`src/rtl/sbox_word_seq.sv`:
```
// sbox_word_seq
// Substitutes every 4-bit lane of a word through one shared, programmable
// 16x4 S-box. The table has a single registered read port, so the lanes are
// processed one per cycle and the finished word is then held until the
// consumer takes it.
//
// Ports
//   clk        single clock, rising edge
//   rst        synchronous active-high reset; reloads the table to identity
//   in_valid   input word offered
//   in_ready   input word accepted this cycle when in_valid is high
//   in_data    word to substitute, lane k = in_data[4k+3:4k]
//   out_valid  substituted word available (state DONE)
//   out_ready  consumer takes the result
//   out_data   substituted word
//   cfg_we     table write strobe, honoured only in IDLE
//   cfg_addr   table entry index
//   cfg_data   table entry value
//   busy       high whenever a word is in flight or waiting to be taken
//
// state | meaning
// IDLE  | waiting for a word; table writes allowed
// RUN   | stepping lanes through the table, one lookup per cycle
// DONE  | result held on out_data until out_ready

module sbox_word_seq #(
    parameter int NIBBLES = 8
) (
    input  logic                 clk,
    input  logic                 rst,
    input  logic                 in_valid,
    output logic                 in_ready,
    input  logic [4*NIBBLES-1:0] in_data,
    output logic                 out_valid,
    input  logic                 out_ready,
    output logic [4*NIBBLES-1:0] out_data,
    input  logic                 cfg_we,
    input  logic [3:0]           cfg_addr,
    input  logic [3:0]           cfg_data,
    output logic                 busy
);

    localparam int W  = 4 * NIBBLES;
    localparam int CW = $clog2(NIBBLES + 1);

    typedef enum logic [1:0] {
        IDLE = 2'd0,
        RUN  = 2'd1,
        DONE = 2'd2
    } state_t;

    state_t         state;
    state_t         state_nxt;
    logic [CW-1:0]  cnt;
    logic [W-1:0]   word_q;
    logic [3:0]     tbl [16];
    logic [3:0]     rd_q;
    logic [3:0]     lane_sel;
    logic           accept;
    logic           tbl_we;
    logic           last_capture;

    always_ff @(posedge clk) begin
        if (rst) begin
            state <= IDLE;
        end else begin
            state <= state_nxt;
        end
    end

    always_comb begin
        state_nxt    = state;
        in_ready     = (state == IDLE) && !cfg_we;
        accept       = in_valid && in_ready;
        tbl_we       = (state == IDLE) && cfg_we;
        last_capture = (state == RUN) && (cnt == CW'(NIBBLES));
        out_valid    = (state == DONE);
        busy         = (state != IDLE);
        case (state)
            IDLE:    if (accept)       state_nxt = RUN;
            RUN:     if (last_capture) state_nxt = DONE;
            DONE:    if (out_ready)    state_nxt = IDLE;
            default: state_nxt = IDLE;
        endcase
    end

    // Lane mux for the lookup address; when cnt has run past the last lane
    // the lookup result is never captured, so the select value is irrelevant.
    always_comb begin
        lane_sel = 4'd0;
        for (int k = 0; k < NIBBLES; k++) begin
            if (cnt == CW'(k)) lane_sel = word_q[4*k +: 4];
        end
    end

    // Datapath: lookup for lane cnt is issued while the result of lane cnt-1
    // (read out of rd_q) is written into its output lane in the same cycle.
    always_ff @(posedge clk) begin
        if (rst) begin
            cnt      <= '0;
            word_q   <= '0;
            rd_q     <= '0;
            out_data <= '0;
            for (int i = 0; i < 16; i++) begin
                tbl[i] <= 4'(i);
            end
        end else begin
            if (tbl_we) begin
                tbl[cfg_addr] <= cfg_data;
            end
            if (accept) begin
                word_q <= in_data;
                cnt    <= '0;
            end else if (state == RUN) begin
                rd_q <= tbl[lane_sel];
                for (int k = 0; k < NIBBLES; k++) begin
                    if (cnt == CW'(k + 1)) out_data[4*k +: 4] <= rd_q;
                end
                if (!last_capture) begin
                    cnt <= cnt + CW'(1);
                end
            end
        end
    end

endmodule

```
`config.mk`:
```
export PLATFORM = sky130hd
export DESIGN_NAME = sbox_word_seq
export DESIGN_NICKNAME = d
export VERILOG_FILES = /design/src/rtl/sbox_word_seq.sv
export SDC_FILE = /design/constraint.sdc
export NUM_CORES = 1
export LEC_CHECK = 0
export ABC_AREA = 1
export ABC_CLOCK_PERIOD_IN_PS = 4900
export CAP_MARGIN = 20
export CORE_AREA = 3 3 111 102
export CTS_BUF_LIST = sky130_fd_sc_hd__clkbuf_8
export CTS_CLUSTER_SIZE = 14
export DETAILED_ROUTE_END_ITERATION = 8
export DIE_AREA = 0 0 114 105
export GPL_TIMING_DRIVEN = 1
export PLACE_DENSITY = 0.92
export SYNTH_ARGS = -nofsm -noshare
export SYNTH_HDL_FRONTEND = slang
export SYNTH_SLANG_ARGS = --single-unit
```
`constraint.sdc`:
```
create_clock -name clk -period 4.9 [get_ports clk]
set_input_delay 0.98 -clock clk [delete_from_list [all_inputs] [get_ports clk]]
set_output_delay 0.98 -clock clk [all_outputs]
set_load 0.05 [all_outputs]
```
; Yosys cells after proc, flatten, opt, wreduce, memory -nomap -nowiden
; Memory sizes are Yosys's and may differ from the RTL's. A register that Yosys moved wholly into a read port is not among the register bits.
; Cells that the tools add are included.
[op_classes]
n_reduce_logical = 21
bitwise_logic = 2
n_eq_ne = 13
mux = 20
addsub = 1
[op_table]
columns = cell, count
row1 = 4-bit 2-to-1 mux, 10
row2 = 3-bit AND reduction, 9
row3 = "4-bit by 3-bit equality test with 1-bit output, second input constant", 4
row4 = "4-bit by 2-bit equality test with 1-bit output, second input constant", 2
row5 = 1-bit 2-to-1 mux, 6
row6 = 2-bit 2-to-1 mux, 3
row7 = 2-bit case mux with 3 select lines, 1
row8 = "4-bit by 1-bit adder with 4-bit output, second input constant", 1
row9 = "4-bit by 1-bit equality test with 1-bit output, second input constant", 1
row10 = "4-bit equality test, second input constant", 1
row11 = 1-bit logical AND, 4
row12 = 4-bit logical NOT, 1
row13 = "2-bit != test, second input constant", 2
row14 = 2-bit AND reduction, 2
row15 = 4-bit OR reduction, 1
row16 = "2-bit by 1-bit equality test with 1-bit output, second input constant", 1
row17 = "2-bit equality test, second input constant", 1
row18 = 2-bit logical NOT, 1
row19 = "2-bit by 1-bit != test with 1-bit output, second input constant", 1
row20 = 1-bit inverter, 2
row21 = 2-bit nonzero test, 1
row22 = 2-bit OR reduction, 1
row23 = 1-bit logical NOT, 1
[word_totals]
input_bits = 45
ram_bits = 64
ff_bits = 70
output_inout_bits = 35
mem_count = 1
word_cells = 69
[memory_table]
columns = name, words, word_bits, read_ports, rd_ports_with_merged_regs, wr, line
row1 = tbl, 16, 4, 1, 1, 16, 56  ; logic [3:0] tbl [16];

; Logic depth before layout (Yosys ltp)
; Gate-level depths: netlist (run 1).
[depth]
depth_word = 9
mapped_depth = 19
depth_no_buf = 18

; Worst setup path before layout (run 1)
; No wires, ideal clock.
[synth_timing]
path_kind = in2out
start = in cfg_we
end = out in_ready
arrival_ns = 2.013
path_buffers = 2
t_required_ns = 3.920
cell_stages = 3
setup_slack_ns = 1.907
path_cell_list = nor2_1 > clkbuf_1 > clkbuf_1
[synth_between]
elab_chain_cells = 2
[synth_rtl]
columns = item, line
row1 = "start, declared", 37  ; input logic cfg_we,
row2 = 1-bit logical NOT, 73  ; in_ready = (state == IDLE) && !cfg_we;
row3 = 1-bit logical AND, 73
row4 = "end, declared", 32  ; output logic in_ready,
; Every way passes these cells.

; Worst setup path in the final report (run 1)
; Same ends and word-level chain as after synthesis.

==> results of run 1 <==
## placed cells by master (no fill, tap or decap), drive strengths merged, types with 2 or more instances in the layout
cell / netlist / routed
nor2: 73 / 73
inv: 117 / 120
nand3b: 4 / 4
bufinv: 0 / 2
clkdlybuf4s50: 0 / 79
clkinv: 6 / 14
nand4: 5 / 5
buf: 9 / 4
nand2: 148 / 148
o211ai: 3 / 3
ha: 4 / 4
a21oi: 77 / 77
clkinvlp: 0 / 2
xor2: 2 / 2
clkbuf: 23 / 17
nand3: 113 / 113
edfxtp: 64 / 64
o21ai: 57 / 57
dfxtp: 74 / 74
nor3: 3 / 3
## layer usage
layer | track usage (%) | vias to the layer above | share of wire (%) | wire length (um)
li1 | - | 2715 | - | -
met1 | 34.8 | 2659 | 39 | 6350
met5 | 0 | - | 0 | 0
met2 | 45.8 | 355 | 48 | 7810
met3 | 5.79 | 53 | 9.9 | 1610
met4 | 12.0 | 0 | 3.6 | 582
## final cells by class
cell class,instances,area share (%)
inverters,123,6.12
flip-flops and latches,138,45.1
clock buffers,17,3.10
well taps,129,2.14
repair buffers,83,10.9
clock inverters,15,1.81
multi-input cells,492,30.8
## through the flow
step	area, um2	worst slack, ns	cells
finish	7540	1.24	997
global route	7540	1.20	997
CTS	7540	1.26	997
detailed placement	7170	1.26	965
global placement	7170	1.27	965
floorplan	6340	1.91	785
## state kept, by name, summed over array words and instances (netlist names)
signal	flops
tbl	64
rd_q	4
cnt	4
word_q	32
state	2
out_data	32
## synth_stat cells
master	instances
nand2_1	142
nand3_1	113
inv_1	111
a21oi_1	76
dfxtp_1	74
nor2_1	69
edfxtp_1	64
o21ai_0	53
clkbuf_1	23
clkinv_1	6
inv_2	6
nand4_1	5
ha_1	4
nand2_4	4
nand3b_1	4
buf_2	3
buf_6	3
nor2_4	3
nor3_1	3
o211ai_1	3
buf_1	2
nand2_2	2
o21ai_1	2
o21ai_2	2
xor2_1	2
a211oi_1	1
a21boi_1	1
a21oi_2	1
buf_4	1
nor2_2	1
nor4_1	1
## worst max-delay path by stage
| stage | endpoint | from |
|---|---|---|
| after floorplan | in_ready | cfg_we |
| final | in_ready | cfg_we |
| after CTS | in_ready | cfg_we |
| after global routing | in_ready | cfg_we |
| after global placement | in_ready | cfg_we |
| after detailed placement | in_ready | cfg_we |
## cell families after synthesis
logic type	Yosys count	share of synthesized area (%)
AOI/OAI and AO/OA	139	11.3
xor gates and xnor gates	2	0.276
adders and majority gates	4	0.789
buffers and inverters	155	9.65
DFF	138	53.7
and+or+nand+nor	347	24.3
## worst max-delay path, cell delays in order
cell and delay [ns]:
clkdlybuf4s50_1 0.45, nor2_1 0.16, buf_4 0.25, clkdlybuf4s50_1 0.83
## power by group
group / total [mW] / leakage, nW / switching, mW / internal, mW
combinational: 0.300 / 1.67 / 0.201 / 0.0993
clock: 0.878 / 0.193 / 0.436 / 0.443
sequential: 1.25 / 1.17 / 0.0132 / 1.24
==> metrics.md, run 1 <==
| Metric | Value |
|---|---|
| # diodes | 0 |
| Setup TNS | 0 ns |
| Final hold viol count | 0 |
| Crit path max fanout | 20 |
| Avg Inst Size Synth | 8.08 um2 |
| Core Area | 0.0102 mm2 |
| H-tree levels | 4 |
| Clock Skews | 0.0198 ns |
| Gr usage total | 27.6% |
| Area of the die | 0.0120 mm2 |
| Starting Density | 61.9% |
| Syn Inst Count | 785 |
| Worst EP arrival | 2.68 ns |
| Worst Hold Class | register to register |
| First-pass GRT wire length | 25900 um |
| Minimum hold slack | 0.461 ns |
| P_leak | 3.03 nW |
| Post-synth cell types | 31 |
| Max Root-Sink Buffers | 2 |
| Share of cells above drive strength 1 | 5.88% |
| Slew Viols, Final | 0 |
| Clk root buf | clkbuf_8 |
| Maximum vdd drop | 0.246 mV |
| Post-Syn Nets | 834 |
| CTS Hold Buffers Added | 0 |
| R2r worst-path depth | 13 |
| Initial drt markers | 940 |
| PostCTS Resize Cnt | 0 |
| Filler cell count | 710 |
| Multi-input gate area | 0.00232 mm2 |
| Register bit total from synthesis | 138 |
| Boundary Pins | 80 |
| Routed WL | 16400 um |
| Initial antenna violation count | 0 |
| Final period util | 74.7% |
| Top achievable clock speed | 273 MHz |
| CP required | 3.92 ns |
| HPWL after DPL | 11200 um |
| Worst hold start | word_q[17]$_SDFFE_PP0P_ |
| Mapped Area | 0.00634 mm2 |
| Seq/Total Area, Yosys | 53.7% |
| Synth top area cells | edfxtp_1, dfxtp_1, nand3_1 |
| Critical path startpoint category | input port |
| Final min period | 3.66 ns |
| Routability cong. | 0.905 |
| Flop2flop setup slack | 2.00 ns |
| Vias | 5782 |
| First-pass DRT Iterations | 7 |
| FF-to-FF Start | cnt[2]$_SDFFE_PP0P_ |
| Top-area cell type share of the netlist area | 30.3% |
| Pwr Density | 322 mW/mm2 |
| Area growth syn-to-layout | 19.0% |
| Std-Cell Rows | 35 |
| FF-to-FF End | rd_q[1]$_SDFFE_PP0P_ |
| Core Util, Final | 73.6% |
| Num CTS Buffers | 17 |
| Synthesis Warnings | 0 |
| Worst-Margin Slew | 0.968 ns |
| Antenna Violating Nets Remaining | 0 |
| Die height | 105 um |
| Clk_lat worst skew | 0.46 ns |
| Num Clock Sinks | 138 |
| Drt drc | 0 |
| Largest net degree at the start of global routing | 53 |
| CTS clk-pin slew, worst paths | 0.07 ns |
| Status | finished, final reports clean |
| Via-per-instance ratio | 5.80 |
| CTS tree | yes |
| PortBufs | 79 |
| Nets | 904 |
| Vias in the first global route | 5389 |
| Reg area | 0.00340 mm2 |
| Total of max-cap violations | 0 |
| Width of the die | 114 um |
| Wire per inst | 16.4 um |
| Hold Path Sink | word_q[17]$_SDFFE_PP0P_ |
| Total congestion overflow | 0 |
| Hold Crit Depth | 2 |
| RSZ-0062 raised after global routing | no |
| Total power | 2.43 mW |
| Post-CTS setup buffers | 0 |
| Crit path capture type | output pin |
| Leading area contributor after synthesis | edfxtp_1 |
| Slew margin rel. | 35.3% |
| Setup violations, final | 0 |
| Kind of critical path | input port to output pin |
Note: power is estimated with default switching activity, not from simulation.
==> run 2: changes to the inputs <==
- ABC_CLOCK_PERIOD_IN_PS: 4900 -> 3600
- CORE_AREA: 3 3 111 102 -> 3 3 116 107
- DIE_AREA: 0 0 114 105 -> 0 0 119 110
- PLACE_DENSITY: 0.92 -> 0.85
- clock period: 4.9 -> 3.6 ns (I/O delays scaled with it)
==> run 2 against run 1 <==
  * Setup slack got worse by 0.27 ns
  * Critical endpoint is now rd_q[3]$_SDFFE_PP0P_
  * Flip-flop and latch count unchanged
  * Register-to-register slack got worse by 1.0 ns
  * Critical path depth increased by 11
==> metrics.md, run 2 (synthesis results as in run 1) <==
| Metric | Value |
|---|---|
| Status | finished, final reports clean |
| Worst Hold Class | register to register |
| Pint | 2.47 mW (+39%) |
| Antenna Violating Nets Remaining | 0 (unchanged) |
| Vias in the first global route | 5200 (-3.5%) |
| Crit path capture type | register |
| Drt drc | 0 (unchanged) |
| Total congestion overflow | 0 (unchanged) |
| Sw Share | 28.0% (+1.2 points) |
| Flop2flop setup slack | 0.97 ns (-1.03 ns) |
| Crit path cell chain | inv_1 > ha_1 > nand2_1 > inv_1 > a21oi_1 > nand2_1 > nand2_4 > nand2_4 > nand2_1 > nand3_1 > nand3_1 > nand3_1 > nand3_1 > nand2_1 > inv_1 |
| Worst path top cell family by delay | simple AND/OR/NAND/NOR gates |
| Setup TNS | 0 ns (unchanged) |
| Cell Area, Placed | 0.00726 mm2 (+1.2%) |
| Crit path to | rd_q[3]$_SDFFE_PP0P_ |
| Width of the die | 119 um (+4.4%) |
| Initial antenna violation count | 0 (unchanged) |
| H-tree levels | 4 (unchanged) |
| CP max stage delay | 0.39 ns (-0.44 ns) |
| Pre-CTS WS | 0.740 ns (-0.520 ns) |
| Seq pwr share | 49.6% (-1.9 points) |
| Slew Viols, Final | 0 (unchanged) |
| Most frequent cells in the layout | nand2_1, nand3_1, inv_1 |
| FF-to-FF End | rd_q[3]$_SDFFE_PP0P_ |
| Core Area | 0.0113 mm2 (+11%) |
| Final period util | 73.1% |
| Worst-Margin Slew | 0.698 ns (-0.270 ns) |
| Largest registers | tbl: 64 flops, out_data: 32 flops, word_q: 32 flops |
| # diodes | 0 (unchanged) |
| Crit path max fanout | 28 (+40%) |
| Critical path startpoint category | register |
| Final hold viol count | 0 (unchanged) |
| Top reg by flops | tbl |
| Wire per inst | 15.4 um (-6.1%) |
| Gate power share | 12.0% (-0.4 points) |
| FF-to-FF Start | cnt[1]$_SDFFE_PP0P_ |
| PostCTS Resize Cnt | 0 (unchanged) |
| Num CTS Buffers | 17 (unchanged) |
| Worst EP arrival | 3.03 ns (+0.35 ns) |
| Fin area | 0.00767 mm2 (+1.7%) |
| NetSw | 0.958 mW (+47%) |
| Total power | 3.42 mW (+41%) |
| Clock Skews | 0.0118 ns (-0.00798 ns) |
| Routed WL | 15900 um (-3.0%) |
| Pwr Density | 446 mW/mm2 (+39%) |
| Clk root buf | clkbuf_8 |
| Kind of critical path | register to register |
| Commonest non-fill, non-tap cell in the layout | nand2_1 |
| Slowest stage cell, crit path | dfxtp_1 |
| RSZ-0062 raised after global routing | no |
| Num Clock Sinks | 138 (unchanged) |
| Area of the die | 0.0131 mm2 (+9.4%) |
| Filler cell count | 885 (+25%) |
| Top achievable clock speed | 380 MHz |
| PnR worst setup slack | 0.968 ns (-0.272 ns) |
| Vias | 5548 (-4.0%) |
| HPWL after DPL | 11100 um (-0.88%) |
| Boundary Pins | 80 (unchanged) |
| Slew margin rel. | 53.4% (+18 points) |
| PortBufs | 79 (unchanged) |
| Total of max-cap violations | 0 (unchanged) |
| CTS Hold Buffers Added | 0 (unchanged) |
| Critical path origin | cnt[1]$_SDFFE_PP0P_ |
| Nets | 910 (+0.66%) |
| Routability cong. | 0.901 (-0.45%) |
| First-pass GRT wire length | 25500 um (-1.7%) |
| Clock share of power | 38.4% (+2.2 points) |
| Die height | 110 um (+4.8%) |
| First-pass DRT Iterations | 8 (+1) |
| Area growth syn-to-layout | 21.0% |
| CTS tree | yes |
| Core Util, Final | 67.6% (-6.0 points) |
| Max Root-Sink Buffers | 2 (unchanged) |
| Post-CTS setup buffers | 0 (unchanged) |
| Via-per-instance ratio | 5.39 (-7.1%) |
| Max reg flops | 64 (unchanged) |
| Std-Cell Rows | 37 (+5.7%) |
| Initial drt markers | 650 (-31%) |
| Setup violations, final | 0 (unchanged) |
| Largest net degree at the start of global routing | 29 (-45%) |
| Buffer and inverter count on the worst path | 3 (unchanged) |
| CP required | 4.00 ns (+0.08 ns) |
| Worst path depth | 15 (+11) |
| Final min period | 2.63 ns |
| Maximum vdd drop | 0.374 mV (+52%) |
| Hold Crit Depth | 2 (unchanged) |
| R2r worst-path depth | 15 (+2) |
| CTS clk-pin slew, worst paths | 0.08 ns (about the same) |
| Starting Density | 55.9% (-6.0 points) |
| Share of cells above drive strength 1 | 7.09% (+1.2 points) |
| Gr usage total | 24.9% (-2.8 points) |
| P_leak | 3.09 nW (+1.7%) |
| Clk_lat worst skew | 0.46 ns (about the same) |
run 2: cell count changes in the layout (fill, tap and decap cells not counted), sizes merged:
cell	before	now
buf	4	11
clkdlybuf4s50	79	78
clkinv	14	10
clkinvlp	2	0
inv	120	126
run 2: power by group through the flow:
stage	clock (mW)	combinational (mW)	sequential, mW
6_report	1.31	0.411	1.70
4_1_cts	1.31	0.404	1.70
3_3_place_gp	0	0.395	1.73
3_5_place_dp	0	0.400	1.73
2_1_floorplan	0	0.262	1.74
5_1_grt	1.38	0.454	1.70
run 2: worst min-delay path, cell delays in order (launching register included):
cell and delay, ns:
dfxtp_1 0.30, inv_1 0.06, a21oi_1 0.05
run 2: worst min-delay path by stage:
| stage | start | end | slack (ns) |
|---|---|---|---|
| floorplan | word_q[17]$_SDFFE_PP0P_ | word_q[17]$_SDFFE_PP0P_ | 0.42 |
| global placement | word_q[17]$_SDFFE_PP0P_ | word_q[17]$_SDFFE_PP0P_ | 0.44 |
| detailed placement | word_q[28]$_SDFFE_PP0P_ | word_q[28]$_SDFFE_PP0P_ | 0.44 |
| CTS | word_q[28]$_SDFFE_PP0P_ | word_q[28]$_SDFFE_PP0P_ | 0.46 |
| global route | word_q[21]$_SDFFE_PP0P_ | word_q[21]$_SDFFE_PP0P_ | 0.49 |
| finish | word_q[26]$_SDFFE_PP0P_ | word_q[26]$_SDFFE_PP0P_ | 0.45 |
run 2: stage by stage:
stage	cells	hold WS (ns)
floorplan	785	0.425
global placement	998	0.437
detailed placement	998	0.444
CTS	1030	0.455
global route	1030	0.485
finish	1030	0.454
run 2: area by class of cell:
| cell class | count | area (um2) | share of cell area, % |
|---|---|---|---|
| Clock buffer | 17 | 234 | 3.05 |
| Sequential cell | 138 | 3400 | 44.4 |
| Tap cell | 156 | 195 | 2.54 |
| Clock inverter | 15 | 178 | 2.32 |
| Inverter | 123 | 462 | 6.02 |
| Multi-Input combinational cell | 492 | 2320 | 30.3 |
| Timing Repair Buffer | 89 | 876 | 11.4 |
run 2: metal layers:
layer	track usage, %	vias up	wire length (um)
li1	-	2721	-
met1	33.1	2516	6640
met2	39.7	272	7370
met3	6.07	39	1510
met4	9.76	0	346
met5	0	-	0
==> run 3: changes to the inputs <==
- ABC_CLOCK_PERIOD_IN_PS: 3600 -> 2200
- CORE_AREA: 3 3 116 107 -> 3 3 121 111
- DIE_AREA: 0 0 119 110 -> 0 0 124 114
- PLACE_DENSITY: 0.85 -> 0.82
- clock period: 3.6 -> 2.2 ns (I/O delays scaled with it)
==> run 3 against run 2 <==
  * The flow now finishes with violations (negative setup slack)
  * Utilization is 2.4 points higher
  * Wire length is 14% higher
  * Non-clock buffer count is 66 higher
  * Sequential share of layout area is 4.3 points lower
  * Worst hold slack better by 0.0022 ns
  * Critical path type unchanged
  * Critical endpoint unchanged
  * Largest power group unchanged
==> metrics.md, run 3 (synthesis results as in run 1) <==
| Metric | Value |
|---|---|
| Core Area | 0.0122 mm2 (+7.3%) |
| CP required | 2.61 ns (-1.39 ns) |
| Num CTS Buffers | 17 (unchanged) |
| Filler cell count | 903 (+2.0%) |
| Fin area | 0.00853 mm2 (+11%) |
| Commonest non-fill, non-tap cell in the layout | nand2_1 |
| Area growth syn-to-layout | 34.6% |
| Top reg by flops | tbl |
| RSZ-0062 raised after global routing | yes |
| Worst-Margin Slew | 0.546 ns (-0.151 ns) |
| Boundary Pins | 80 (unchanged) |
| Buffer and inverter count on the worst path | 3 (unchanged) |
| Final hold viol count | 0 (unchanged) |
| Crit path capture type | register |
| Clk_lat worst skew | 0.47 ns (about the same) |
| Std-Cell Rows | 38 (+2.7%) |
| P_leak | 3.55 nW (+15%) |
| Antenna Violating Nets Remaining | 0 (unchanged) |
| Top achievable clock speed | 452 MHz (+19%) |
| PnR worst setup slack | -0.0133 ns (-0.981 ns) |
| Max reg flops | 64 (unchanged) |
| Crit path cell chain | nor2_4 > buf_6 > nand4_1 > nand3_1 > nand2_1 > nand4_1 > nand2_2 > nand2_4 > nand2_8 > buf_12 > nand2_1 > nand3_2 > nand3_1 > nand3_1 > nand3_1 > nand2_1 > inv_1 |
| Slew Viols, Final | 0 (unchanged) |
| Slowest stage cell, crit path | dfxtp_4 |
| Crit path to | rd_q[3]$_SDFFE_PP0P_ |
| Reg area | 0.00341 mm2 (+0.33%) |
| First-pass DRT Iterations | 6 (-2) |
| Crit path max fanout | 10 (-64%) |
| FF-to-FF End | rd_q[3]$_SDFFE_PP0P_ |
| Final period util | 101% (+27 points) |
| Total congestion overflow | 0 (unchanged) |
| Cells after DPL | 1059 (+6.1%) |
| CTS tree | yes |
| Pre-CTS WS | -0.141 ns (-0.881 ns) |
| Num Clock Sinks | 138 (unchanged) |
| Worst path depth | 17 (+2) |
| Most frequent cells in the layout | nand2_1, inv_1, nand3_1 |
| Flop2flop setup slack | -0.01 ns (-0.98 ns) |
| First-pass GRT wire length | 26400 um (+3.5%) |
| Wire per inst | 16.4 um (+6.7%) |
| Routability cong. | 0.891 (-1.1%) |
| R2r worst-path depth | 17 (+2) |
| Largest registers | tbl: 64 flops, out_data: 32 flops, word_q: 32 flops |
| Multi-input gate area | 0.00256 mm2 (+10%) |
| Clk root buf | clkbuf_8 |
| Slew margin rel. | 63.5% (+10 points) |
| Share of cells above drive strength 1 | 17.7% (+11 points) |
| HPWL after DPL | 12000 um (+8.1%) |
| Status | complete, but fails checks |
| Area of the die | 0.0141 mm2 (+8.0%) |
| Total power | 5.75 mW (+68%) |
| Clock Skews | 0.0184 ns (+0.00666 ns) |
| Routed WL | 18100 um (+14%) |
| H-tree levels | 4 (unchanged) |
| Critical path startpoint category | register |
| Critical path origin | cnt[2]$_SDFFE_PP0P_ |
| Total of max-cap violations | 0 (unchanged) |
| Vias in the first global route | 5538 (+6.5%) |
| Final std cells w/o fill | 1100 (+6.8%) |
| Initial antenna violation count | 0 (unchanged) |
| Width of the die | 124 um (+4.2%) |
| Initial drt markers | 661 (+1.7%) |
| FF-to-FF Start | cnt[2]$_SDFFE_PP0P_ |
| Die height | 114 um (+3.6%) |
| Setup violations, final | 1 (+1) |
| Via-per-instance ratio | 5.49 (+1.8%) |
| Largest net degree at the start of global routing | 36 (+24%) |
| CP max stage delay | 0.37 ns (-0.02 ns) |
| Final min period | 2.21 ns (-0.419 ns) |
| Kind of critical path | register to register |
| Most common cell on crit path | nand3_1 |
| Maximum vdd drop | 0.435 mV (+16%) |
| CTS Hold Buffers Added | 0 (unchanged) |
| Pwr Density | 674 mW/mm2 (+51%) |
| PortBufs | 79 (unchanged) |
| Worst EP arrival | 2.62 ns (-0.41 ns) |
| Vias | 6034 (+8.8%) |
| Starting Density | 52.1% (-3.8 points) |
| Cell Area, Placed | 0.00777 mm2 (+7.0%) |
| Failing checks | negative setup slack |
| Worst path top cell family by delay | simple AND/OR/NAND/NOR gates |
| CTS clk-pin slew, worst paths | 0.07 ns (about the same) |
| Worst Hold Class | register to register |
| Drt drc | 0 (unchanged) |
| Nets | 976 (+7.3%) |
| # diodes | 0 (unchanged) |
| Max Root-Sink Buffers | 2 (unchanged) |
| Minimum hold slack | 0.456 ns (+0.00224 ns) |
| Gr usage total | 24.2% (-0.63 points) |
run 3: layout make-up:
class	count	share of cell area, %
Sequential cell	138	40.0
Multi-Input combinational cell	492	30.0
Timing Repair Buffer	155	17.6
Inverter	123	5.50
Clock buffer	18	2.90
Tap cell	160	2.35
Clock inverter	14	1.64
run 3: worst min-delay path by stage:
stage	start	end	slack, ns	cells past startpoint
after CTS	word_q[27]$_SDFFE_PP0P_	word_q[27]$_SDFFE_PP0P_	0.46	2
after global placement	word_q[17]$_SDFFE_PP0P_	word_q[17]$_SDFFE_PP0P_	0.44	2
after detailed placement	word_q[21]$_SDFFE_PP0P_	word_q[21]$_SDFFE_PP0P_	0.45	2
final	word_q[23]$_SDFFE_PP0P_	word_q[23]$_SDFFE_PP0P_	0.46	2
after global routing	word_q[23]$_SDFFE_PP0P_	word_q[23]$_SDFFE_PP0P_	0.48	2
after floorplan	word_q[17]$_SDFFE_PP0P_	word_q[17]$_SDFFE_PP0P_	0.42	2
run 3: metrics by stage:
stage,setup TNS (ns),util [%]
final,-0.0133,70.1
after global routing,-0.536,70.1
after CTS,0,67.2
after detailed placement,-4.28,63.8
after global placement,-2.55,63.8
after floorplan,0,-
run 3: report_power, final:
part           switching (mW)  internal, mW  total (mW)
clock network           0.956          1.12        2.07
logic                   0.523         0.365       0.888
registers              0.0356          2.75        2.79
total                    1.52          4.23        5.75
run 3: worst reg2reg max path, cell delays in order (launching register included):
cell and delay (ns):
dfxtp_4 0.37, nor2_4 0.24, buf_6 0.15, nand4_1 0.09
nand3_1 0.08, nand2_1 0.05, nand4_1 0.08, nand2_2 0.10
nand2_4 0.15, nand2_8 0.09, buf_12 0.16, nand2_1 0.08
nand3_2 0.08, nand3_1 0.10, nand3_1 0.10, nand3_1 0.12
nand2_1 0.07, inv_1 0.06
run 3: timing repair:
action / in CTS / in global routing
gates cloned: 0 / 2
endpoints found under the setup margin: 6 / 4
buffers inserted: 0 / 8
pin swaps: 1 / 29
resized for setup: 12 / 63
run 3: routing by layer:
layer	vias up	wire length, um	GRT usage, %	share of wire [%]
li1	2852	-	-	-
met1	2758	7360	31.0	41
met2	351	8560	38.8	47
met3	73	1580	6.59	8.7
met4	0	581	10.1	3.2
met5	-	0	0	0
